<file path="config.mk">
export PLATFORM = sky130hd
export DESIGN_NAME = clkdiv_prog
export DESIGN_NICKNAME = d
export VERILOG_FILES = /design/src/rtl/clkdiv_prog.sv
export SDC_FILE = /design/constraint.sdc
export NUM_CORES = 1
export LEC_CHECK = 0
export CORE_MARGIN = 2
export CORE_UTILIZATION = 25
export DETAILED_ROUTE_END_ITERATION = 6
export PLACE_DENSITY = 0.44
export SLEW_MARGIN = 20
export SYNTH_ARGS = -nofsm -noshare
export SYNTH_HDL_FRONTEND = slang
export SYNTH_SLANG_ARGS = --single-unit
</file>
<file path="constraint.sdc">
create_clock -name mclk -period 7.4 [get_ports mclk]
set_input_delay 1.85 -clock mclk [delete_from_list [all_inputs] [get_ports mclk]]
set_output_delay 1.85 -clock mclk [all_outputs]
set_load 0.01 [all_outputs]
</file>
<file path="src/rtl/clkdiv_prog.sv">
// Runtime-programmable mclk divider: near-50% clkout plus a period-start tick.
// The divisor is captured only at period starts (enable, wrap or sync), so it never glitches mid-period.
module clkdiv_prog #(
  parameter int DIV_W = 20
) (
  input  logic             mclk,
  input  logic             rst,
  input  logic             en,
  input  logic [DIV_W-1:0] div,
  input  logic             sync,
  output logic             clkout,
  output logic             tick,
  output logic             state_dbg
);

  typedef enum logic {IDLE = 1'b0, RUN = 1'b1} state_t;

  state_t           state_q;
  logic [DIV_W-1:0] cnt_q;
  logic [DIV_W-1:0] d_q;
  logic             clkout_q;
  logic             tick_q;

  logic [DIV_W-1:0] dn_d;
  logic [DIV_W-1:0] high_d;
  logic [DIV_W-1:0] cnt_inc_d;
  logic             wrap_d;

  // Clamp 0/1 to 2 so every period has at least one high and one low cycle.
  assign dn_d      = (div < DIV_W'(2)) ? DIV_W'(2) : div;
  assign high_d    = d_q - (d_q >> 1);
  assign cnt_inc_d = cnt_q + DIV_W'(1);
  assign wrap_d    = sync || (cnt_q == d_q - DIV_W'(1));

  always_ff @(posedge mclk or posedge rst) begin
    if (rst) begin
      state_q  <= IDLE;
      cnt_q    <= '0;
      d_q      <= DIV_W'(2);
      clkout_q <= 1'b0;
      tick_q   <= 1'b0;
    end else begin
      case (state_q)
        IDLE: begin
          if (en) begin
            state_q  <= RUN;
            d_q      <= dn_d;
            cnt_q    <= '0;
            clkout_q <= 1'b1;
            tick_q   <= 1'b1;
          end else begin
            cnt_q    <= '0;
            clkout_q <= 1'b0;
            tick_q   <= 1'b0;
          end
        end
        RUN: begin
          if (!en) begin
            state_q  <= IDLE;
            cnt_q    <= '0;
            clkout_q <= 1'b0;
            tick_q   <= 1'b0;
          end else if (wrap_d) begin
            d_q      <= dn_d;
            cnt_q    <= '0;
            clkout_q <= 1'b1;
            tick_q   <= 1'b1;
          end else begin
            cnt_q    <= cnt_inc_d;
            clkout_q <= (cnt_inc_d < high_d);
            tick_q   <= 1'b0;
          end
        end
        default: begin
          state_q  <= IDLE;
          cnt_q    <= '0;
          clkout_q <= 1'b0;
          tick_q   <= 1'b0;
        end
      endcase
    end
  end

  assign clkout    = clkout_q;
  assign tick      = tick_q;
  assign state_dbg = (state_q == RUN);

endmodule

</file>
### After elaboration in Yosys (flattened, before gate mapping)

Cells that the tools add are included.

* bits in registers: 43
* latch bits: 0
* bits in writable memories: 0
* bits in read-only memories: 0
* input bits: 24
* output and inout bits: 3
* word-level logic and storage cells: 32
* memories: 0

* add/subtract/negate cells: 3
* $mul: 0
* div/mod/pow operators: 0
* order comparisons: 2
* equality and inequality tests: 4
* shifts and indexed selects: 0
* multiplexer cells: 15
* bitwise gates (word level): 1
* reduce and logical (&&, ||, !) cells: 2

Operators by type and width (number)
* $mux W20: 6
* $pmux W20 S2: 2
* $add A20 B1 Y20 const B: 1
* $eq A20 B20 Y1: 1
* $lt A20 B2 Y1 const B: 1
* $lt A20 B20 Y1: 1
* $sub A20 B1 Y20 const B: 1
* $sub A20 B19 Y20: 1
* $mux W1: 5
* $ne A2 B2 Y1 const B: 2
* $pmux W1 S2: 2
* $reduce_and A3 Y1: 1
* $ne A2 B1 Y1 const B: 1
* $logic_or A1 B1 Y1: 1
* $not A1 Y1: 1

### Logic depth before layout (Yosys ltp)

Gate-level depths: netlist of the first run.

* word-level depth: 6
* gate-level depth with buffers: 19
* mapped depth without buffers: 19

### Worst setup path after synthesis of the first run

Ideal clock, no wire load.

* kind: flip-flop to flip-flop
* from: register d_q[1]
* to: register clkout_q, in the netlist clkout
* library setup time: 0.132 ns
* arrival: 3.193 ns
* data required time: 7.268 ns
* slack: 4.074 ns
* stages on the path, launching flop included: 17
* buffers on the path: 0
* period minus slack after synthesis: 3.326 ns
* cell sequence: dfstp_2 > ha_1 > inv_1 > fa_1 > nor2b_1 > o21ai_0 > a211oi_1 > o311a_1 > nor2_1 > o31ai_1 > xor2_1 > ha_1 > nand4_1 > nor3_1 > a21oi_1 > o21ai_0 > o211ai_1

* longest elaborated chain between the ends: 6
* elaborated cells between the ends (all ways): 8
* classes of those cells: add/sub (2); order compare (1); eq/ne (1); mux (3); reduce/logical (1)

RTL lines
* start: declaration: RTL line 20 `logic [DIV_W-1:0] d_q;`
* start signal: assignment: RTL line 47 `d_q <= dn_d;`
* start signal: assignment: RTL line 64 `d_q <= dn_d;`
* parallel branches: the longest is 3 deep, another holds $sub A20 B19 Y20
* $mux W1 *: RTL line 63 `end else if (wrap_d) begin`
* $mux W1 *: RTL line 58 `if (!en) begin`
* $pmux W1 S2 *: RTL line 43 `case (state_q)`
* end signal: assignment: RTL line 70 `clkout_q <= (cnt_inc_d < high_d);`
* end: declaration: RTL line 21 `logic clkout_q;`

Every way passes the cells marked *.
A chain may end at the register's enable or synchronous reset.

### Final worst setup path of the first run

Same ends and word-level chain as after synthesis.

==> impl_metrics.toml, run 1 <==
[critical_path]
startpoint_type = "register"
cp_data_arrival_time_ns = 3.96
end_kind = "register"
crit_fanout = 6
crit_slowest_cell = "dfstp_2"
crit_required_ns = 7.57
cp_num_buf_inv = 1
path_cells = "ha_1 -> inv_1 -> fa_1 -> nor2b_1 -> o21ai_0 -> a211oi_1 -> o311a_1 -> nor2_1 -> o31ai_1 -> xor2_1 -> ha_1 -> nand4_1 -> nor3_1 -> a21oi_1 -> o21ai_0 -> o211ai_1"
path_class = "reg2reg"
cpPeakStageDelay_ns = 0.60
crit_family = "compound AO/OA/AOI/OAI gates"

[place]
port-buffer-count = 26
dp_hpwl_um = 9670
dpl.cell_count = 764
gp_congestion = 0.870
dpl_cell_area_um2 = 4940

[sta]
finalCritPeriodShare_pct = 51.2
setup_tns_ns = 0
max-slew-margin-rel_pct = 43.4
drv_slew = 0
fmax_mhz = 264
fin_crit_ns = 3.79
worst_pin_slew_ns = 0.849
setup_viol = 0
clock_skew_ns = 0.00524
rsz0062_at_grt = "no"
hold_violations = 0

[die]
dieArea_um2 = 18800
die_h_um = 137
placementRows = 48
start_util_pct = 25.6
ios = 27
core_um2 = 17300
die_w_um = 137

[layout]
final_area_um2 = 5130
drive_gt1_share_pct = 3.47
fin_nets = 632
antenna_cells = 0
syn_to_final_growth_pct = 15.7
fin_cells = 772
fillers = 1867

[global_routing]
grt_pass1_wl_um = 20100
grt_pass1_vias = 3569
grt_max_degree = 44
track_usage_pct = 14.0
antenna_found_initial = 0
gr-total-overflow = 0

[power_and_ir_drop]
total_leakage_power_nw = 2.30
pwr-share-seq_pct = 26.1
clkPwrFrac_pct = 27.1
p_comb_share_pct = 46.8
p_sw_mw = 0.449
power.internal_mw = 0.679
p_sw_share_pct = 39.8
p_per_area_nw_per_um2 = 220
peakVddDrop_mv = 0.0872

[clock_network]
cts_max_level = 2
cts_buffer_depth = 2
hold_buffers = 0
cts_tree = "built"
clk_latency_ns = 0.30
numClockSinks = 43
clock-root-buffer = "clkbuf_16"
clkSlewWorstSetupHoldPaths_ns = 0.07
cts_resized = 0
cts_made_buffers = 5
post_cts_buffers = 0

[synth]
synthSimpleGateAreaFrac_pct = 23.8
avgSynthCellArea_um2 = 8.41
ys_seq_elements = 43
synth_warnings = 0
synth_most_common_cell = "ha_1"
synth_top_area_cell = "dfrtp_1"
synth_compound_area_share_pct = 14.8
yosys-mux-area-fraction_pct = 0
async_reset_ff_share_pct = 100
synth.distinct_cells = 52
yosys.area_share.adder_pct = 17.7
synthTopCellsByArea = "dfrtp_1, ha_1, xnor2_1"
synth_seq_area_share_pct = 24.3
synth_top_area_share_pct = 23.7
synthesis.nets = 613
synth.cell_area_um2 = 4430
synth_top_family_by_area = "simple AND/OR/NAND/NOR gates"
synth_xor_area_share_pct = 12.6
synth_edf_count = 0
syn_inst = 527
synth_top_flop_cell = "dfrtp_1"
synth_common_cells = "ha_1, inv_1, nand3_1"

[route]
first_pass_iters = 5
wl_per_cell_um = 16.4
detail_route.iter0.violations = 189
avgViaCountPerCell = 5.00
drc = 0
drtAntennaViolNets = 0
drt_wl_total_um = 12600
vias = 3863

[outcome]
status = "complete, no violations"

[worst_hold_path]
hp-class = "reg2reg"

[job]
cap_violations = 0
## per-stage QoR
| stage | worst slack [ns] | util [%] | total power, mW | hold WS, ns |
|---|---|---|---|---|
| floorplan | 4.07 | - | 0.685 | 0.502 |
| global placement | 3.55 | 28.5 | 0.824 | 0.533 |
| detailed placement | 3.59 | 28.5 | 0.828 | 0.546 |
| CTS | 3.57 | 29.7 | 1.14 | 0.557 |
| global route | 3.28 | 29.7 | 1.22 | 0.585 |
| finish | 3.61 | 29.7 | 1.13 | 0.551 |
## layout by cell type, fill, tap and decap left out, types with 4 or more instances in the layout
master / n
a21o_1: 5
a21oi_1: 18
a22oi_1: 18
and3_1: 10
buf_4: 4
clkbuf_16: 5
clkdlybuf4s50_1: 26
dfrtp_1: 42
ha_1: 61
inv_1: 58
nand2_1: 14
nand2b_1: 8
nand3_1: 56
nand4_1: 9
nor2_1: 27
nor2b_1: 4
nor3_1: 5
nor3b_1: 20
nor4_1: 7
o21a_1: 6
o21ai_0: 11
or3_1: 22
xnor2_1: 45
xor2_1: 16
## worst min-delay path: cells and delay by family (launching register included)
| family | cells | cell delay, ns |
|---|---|---|
| AND/OR/NAND/NOR | 2 | 0.13 |
| flip-flops | 1 | 0.41 |
## sequential cells by signal (all words and copies together) (netlist names)
register and flops:
cnt_q 20, d_q 20, clkout 1, state_dbg 1, tick 1
## metal layers
| metal | global-route usage (%) | up-vias | part of all wire [%] |
|---|---|---|---|
| li1 | - | 1919 | - |
| met1 | 20.4 | 1828 | 50 |
| met2 | 21.3 | 99 | 44 |
| met3 | 2.76 | 17 | 5.0 |
| met4 | 2.92 | 0 | 1.5 |
| met5 | 0 | - | 0 |
## worst paths after layout
kind | start | end | slack (ns) | cells after the start
setup / recovery | d_q[1]$_DFFE_PP1P_ | clkout$_DFF_PP0_ | 3.61 | 16
hold / removal | d_q[1]$_DFFE_PP1P_ | d_q[1]$_DFFE_PP1P_ | 0.55 | 2
setup reg to reg | d_q[1]$_DFFE_PP1P_ | clkout$_DFF_PP0_ | 3.61 | 16
hold reg to reg | d_q[1]$_DFFE_PP1P_ | d_q[1]$_DFFE_PP1P_ | 0.55 | 2
max in group asynchronous | rst | cnt_q[19]$_DFF_PP0_ | 4.89 | 2
min in group asynchronous | rst | d_q[6]$_DFFE_PP0P_ | 2.01 | 2
## power groups by stage
stage                     clock [mW]  sequential [mW]  combinational, mW
after detailed placement           0            0.299              0.528
final                          0.306            0.295              0.528
after global routing           0.324            0.300              0.597
after floorplan                    0            0.285              0.400
after CTS                      0.314            0.295              0.533
after global placement             0            0.297              0.526
## cells by family after synthesis
family                     Yosys count
AOI/OAI and AO/OA                   92
xor gates and xnor gates            62
adders and majority gates           62
buffers and inverters               77
DFF                                 43
and+or+nand+nor                    191
## layout make-up
cell class / instances / area [um^2] / area share (%)
clock buffer: 5 / 125 / 2.44
inverter: 59 / 223 / 4.34
multi-input combinational: 407 / 3070 / 59.8
clock inverter: 3 / 67.6 / 1.32
tap: 225 / 282 / 5.49
sequential: 43 / 1080 / 21.0
timing repair buffer: 30 / 290 / 5.66
No activity file was read; power rests on OpenSTA's default activity.
==> run 2: changes to the inputs <==
Settings changed: PLACE_DENSITY 0.44 to 0.46.
Clock period 7.4 ns to 3.3 ns, I/O delays scaled along.
==> run 2 against run 1 <==
  * The run now ends with negative setup slack left
  * Clock skew decreased by 0.0015 ns
  * Sequential power increased by 110%
  * Fmax increased by 10%
  * Via count increased by 2.9%
  * Hold slack improved by 0.040 ns
  * Global-route usage increased by 0.090 points
  * Routed wire length decreased by 0.55%
  * Critical path depth increased by 1
  * Utilization increased by 2.6 points
  * Cell area increased by 8.8%
  * Final cell count increased by 6.6%
  * Total power increased by 140%
  * Critical endpoint unchanged
==> impl_metrics.toml, run 2 (synthesis gave the netlist of run 1 again) <==
[outcome]
status = "complete, but fails checks"
violations = "negative setup slack"

[power_and_ir_drop]
p_per_area_nw_per_um2 = 476
power_mw = 2.66
p_sw_share_pct = 39.5
p_sw_mw = 1.05
clkPwrFrac_pct = 20.2
power.internal_mw = 1.61
p_comb_share_pct = 56.8
pwr-share-seq_pct = 23.0
total_leakage_power_nw = 2.56
peakVddDrop_mv = 0.223

[layout]
regArea_um2 = 1080
antenna_cells = 0
fin_cells = 823
fin_nets = 683
final_util_pct = 32.3
final_cell_mix = "ha_1, inv_1, nand3_1"
final_area_um2 = 5580
multi_input_area_um2 = 3150
drive_gt1_share_pct = 14.4
final_common_cell = "ha_1"
largest_registers = "cnt_q: 20 flops, d_q: 20 flops"
syn_to_final_growth_pct = 25.8
fillers = 1820

[global_routing]
gr-total-overflow = 0
grt_pass1_wl_um = 20400
grt_pass1_vias = 3896
grt_max_degree = 24
antenna_found_initial = 0
track_usage_pct = 14.1

[critical_path]
crit_slowest_cell = "dfstp_2"
cpPeakStageDelay_ns = 0.57
startpoint_type = "register"
crit_family = "compound AO/OA/AOI/OAI gates"
path_cells = "ha_4 -> inv_2 -> fa_2 -> nor2b_4 -> o21ai_2 -> a211oi_2 -> o311a_1 -> o21bai_1 -> buf_4 -> nor4_2 -> nor3_2 -> ha_1 -> a21o_1 -> nand2_1 -> and4b_1 -> o21ai_2 -> o211ai_1"
end_kind = "register"
cpMostUsedCell = "o21ai_2"
path_class = "reg2reg"
cp_data_arrival_time_ns = 3.65
crit_fanout = 4
crit_required_ns = 3.51
cp_num_buf_inv = 2

[die]
core_um2 = 17300
start_util_pct = 25.6
die_h_um = 137
ios = 27
dieArea_um2 = 18800
die_w_um = 137
placementRows = 48

[route]
wl_per_cell_um = 15.3
drtAntennaViolNets = 0
drc = 0
avgViaCountPerCell = 4.83
vias = 3976
drt_wl_total_um = 12600
first_pass_iters = 4
detail_route.iter0.violations = 173

[clock_network]
hold_buffers = 0
cts_buffer_depth = 2
numClockSinks = 43
clock-root-buffer = "clkbuf_16"
cts_max_level = 2
clkSlewWorstSetupHoldPaths_ns = 0.06
clk_latency_ns = 0.30
cts_tree = "built"
cts_made_buffers = 5

[place]
dpl.cell_count = 813
dpl_cell_area_um2 = 5320
dp_hpwl_um = 10200
gp_congestion = 0.868
port-buffer-count = 26
pre_cts_ws_ns = -0.408

[sta]
rsz0062_at_grt = "yes"
setup_ws_ns = -0.140
finalCritPeriodShare_pct = 104
clock_skew_ns = 0.00372
drv_slew = 0
fmax_mhz = 291
max-slew-margin-rel_pct = 52.8
setup_viol = 1
worst_pin_slew_ns = 0.706
hold_violations = 0
fin_crit_ns = 3.44

[worst_hold_path]
hp-class = "reg2reg"

[job]
cap_violations = 0
## run 2: cell count changes in the layout (fill, tap and decap cells not counted), moves of 3 or more
| cell | change |
|---|---|
| a31oi_2 | +3 |
| o21ai_0 | -3 |
| a31oi_1 | -3 |
| buf_4 | +49 |
## run 2: final timing paths
path                                          from                 end  slack, ns  cells after the start
worst max-delay path            d_q[1]$_DFFE_PP1P_    clkout$_DFF_PP0_      -0.14                     17
worst min-delay path            cnt_q[0]$_DFF_PP0_  cnt_q[0]$_DFF_PP0_       0.59                      2
worst max register to register  d_q[1]$_DFFE_PP1P_    clkout$_DFF_PP0_      -0.14                     17
worst min register to register  cnt_q[0]$_DFF_PP0_  cnt_q[0]$_DFF_PP0_       0.59                      2
max in group asynchronous                      rst  d_q[1]$_DFFE_PP1P_       2.11                      3
min in group asynchronous                      rst  d_q[2]$_DFFE_PP0P_       0.89                      3
## run 2: power groups by stage
stage,Combinational (mW),Sequential [mW],Clock (mW)
floorplan,0.899,0.639,0
global placement,1.39,0.619,0
detailed placement,1.41,0.620,0
CTS,1.48,0.611,0.553
global route,1.69,0.618,0.576
finish,1.51,0.611,0.538
## run 2: final cells by class
| cell class | count | share of cell area, % |
|---|---|---|
| Inverter | 59 | 3.97 |
| Tap cell | 225 | 5.04 |
| Sequential cell | 43 | 19.3 |
| Timing Repair Buffer | 81 | 12.4 |
| Multi-Input combinational cell | 407 | 56.5 |
| Clock buffer | 8 | 2.80 |
## run 2: routing by layer
metal  share of wire (%)  vias to the layer above  track usage [%]
met4                 1.3                        0             3.78
met5                   0                        -                0
met1                  50                     1892             19.4
met3                 3.2                        8             2.32
li1                    -                     2007                -
met2                  46                       69             22.8
## run 2: timing repair
item	4_1_cts	5_1_grt
endpoints found under the setup margin	1	14
setup buffers	2	0
pin swaps	8	4
gates resized for setup	16	7
gates cloned	0	0
## run 2: metrics by stage
stage                     TNS (ns)  hold WS [ns]
final                       -0.140         0.591
after global routing        -0.319         0.639
after CTS                   -0.126         0.596
after detailed placement    -0.408         0.587
after global placement      -0.282         0.584
after floorplan                  0         0.502
## run 2: worst register-to-register path, stage by stage, from the launching register on
cell and delay, ns:
dfstp_2 0.57, ha_4 0.15, inv_2 0.04, fa_2 0.34, nor2b_4 0.15, o21ai_2 0.16, a211oi_2 0.09, o311a_1 0.35
o21bai_1 0.22, buf_4 0.17, nor4_2 0.04, nor3_2 0.19, ha_1 0.26, a21o_1 0.18, nand2_1 0.05, and4b_1 0.22
o21ai_2 0.09, o211ai_1 0.09
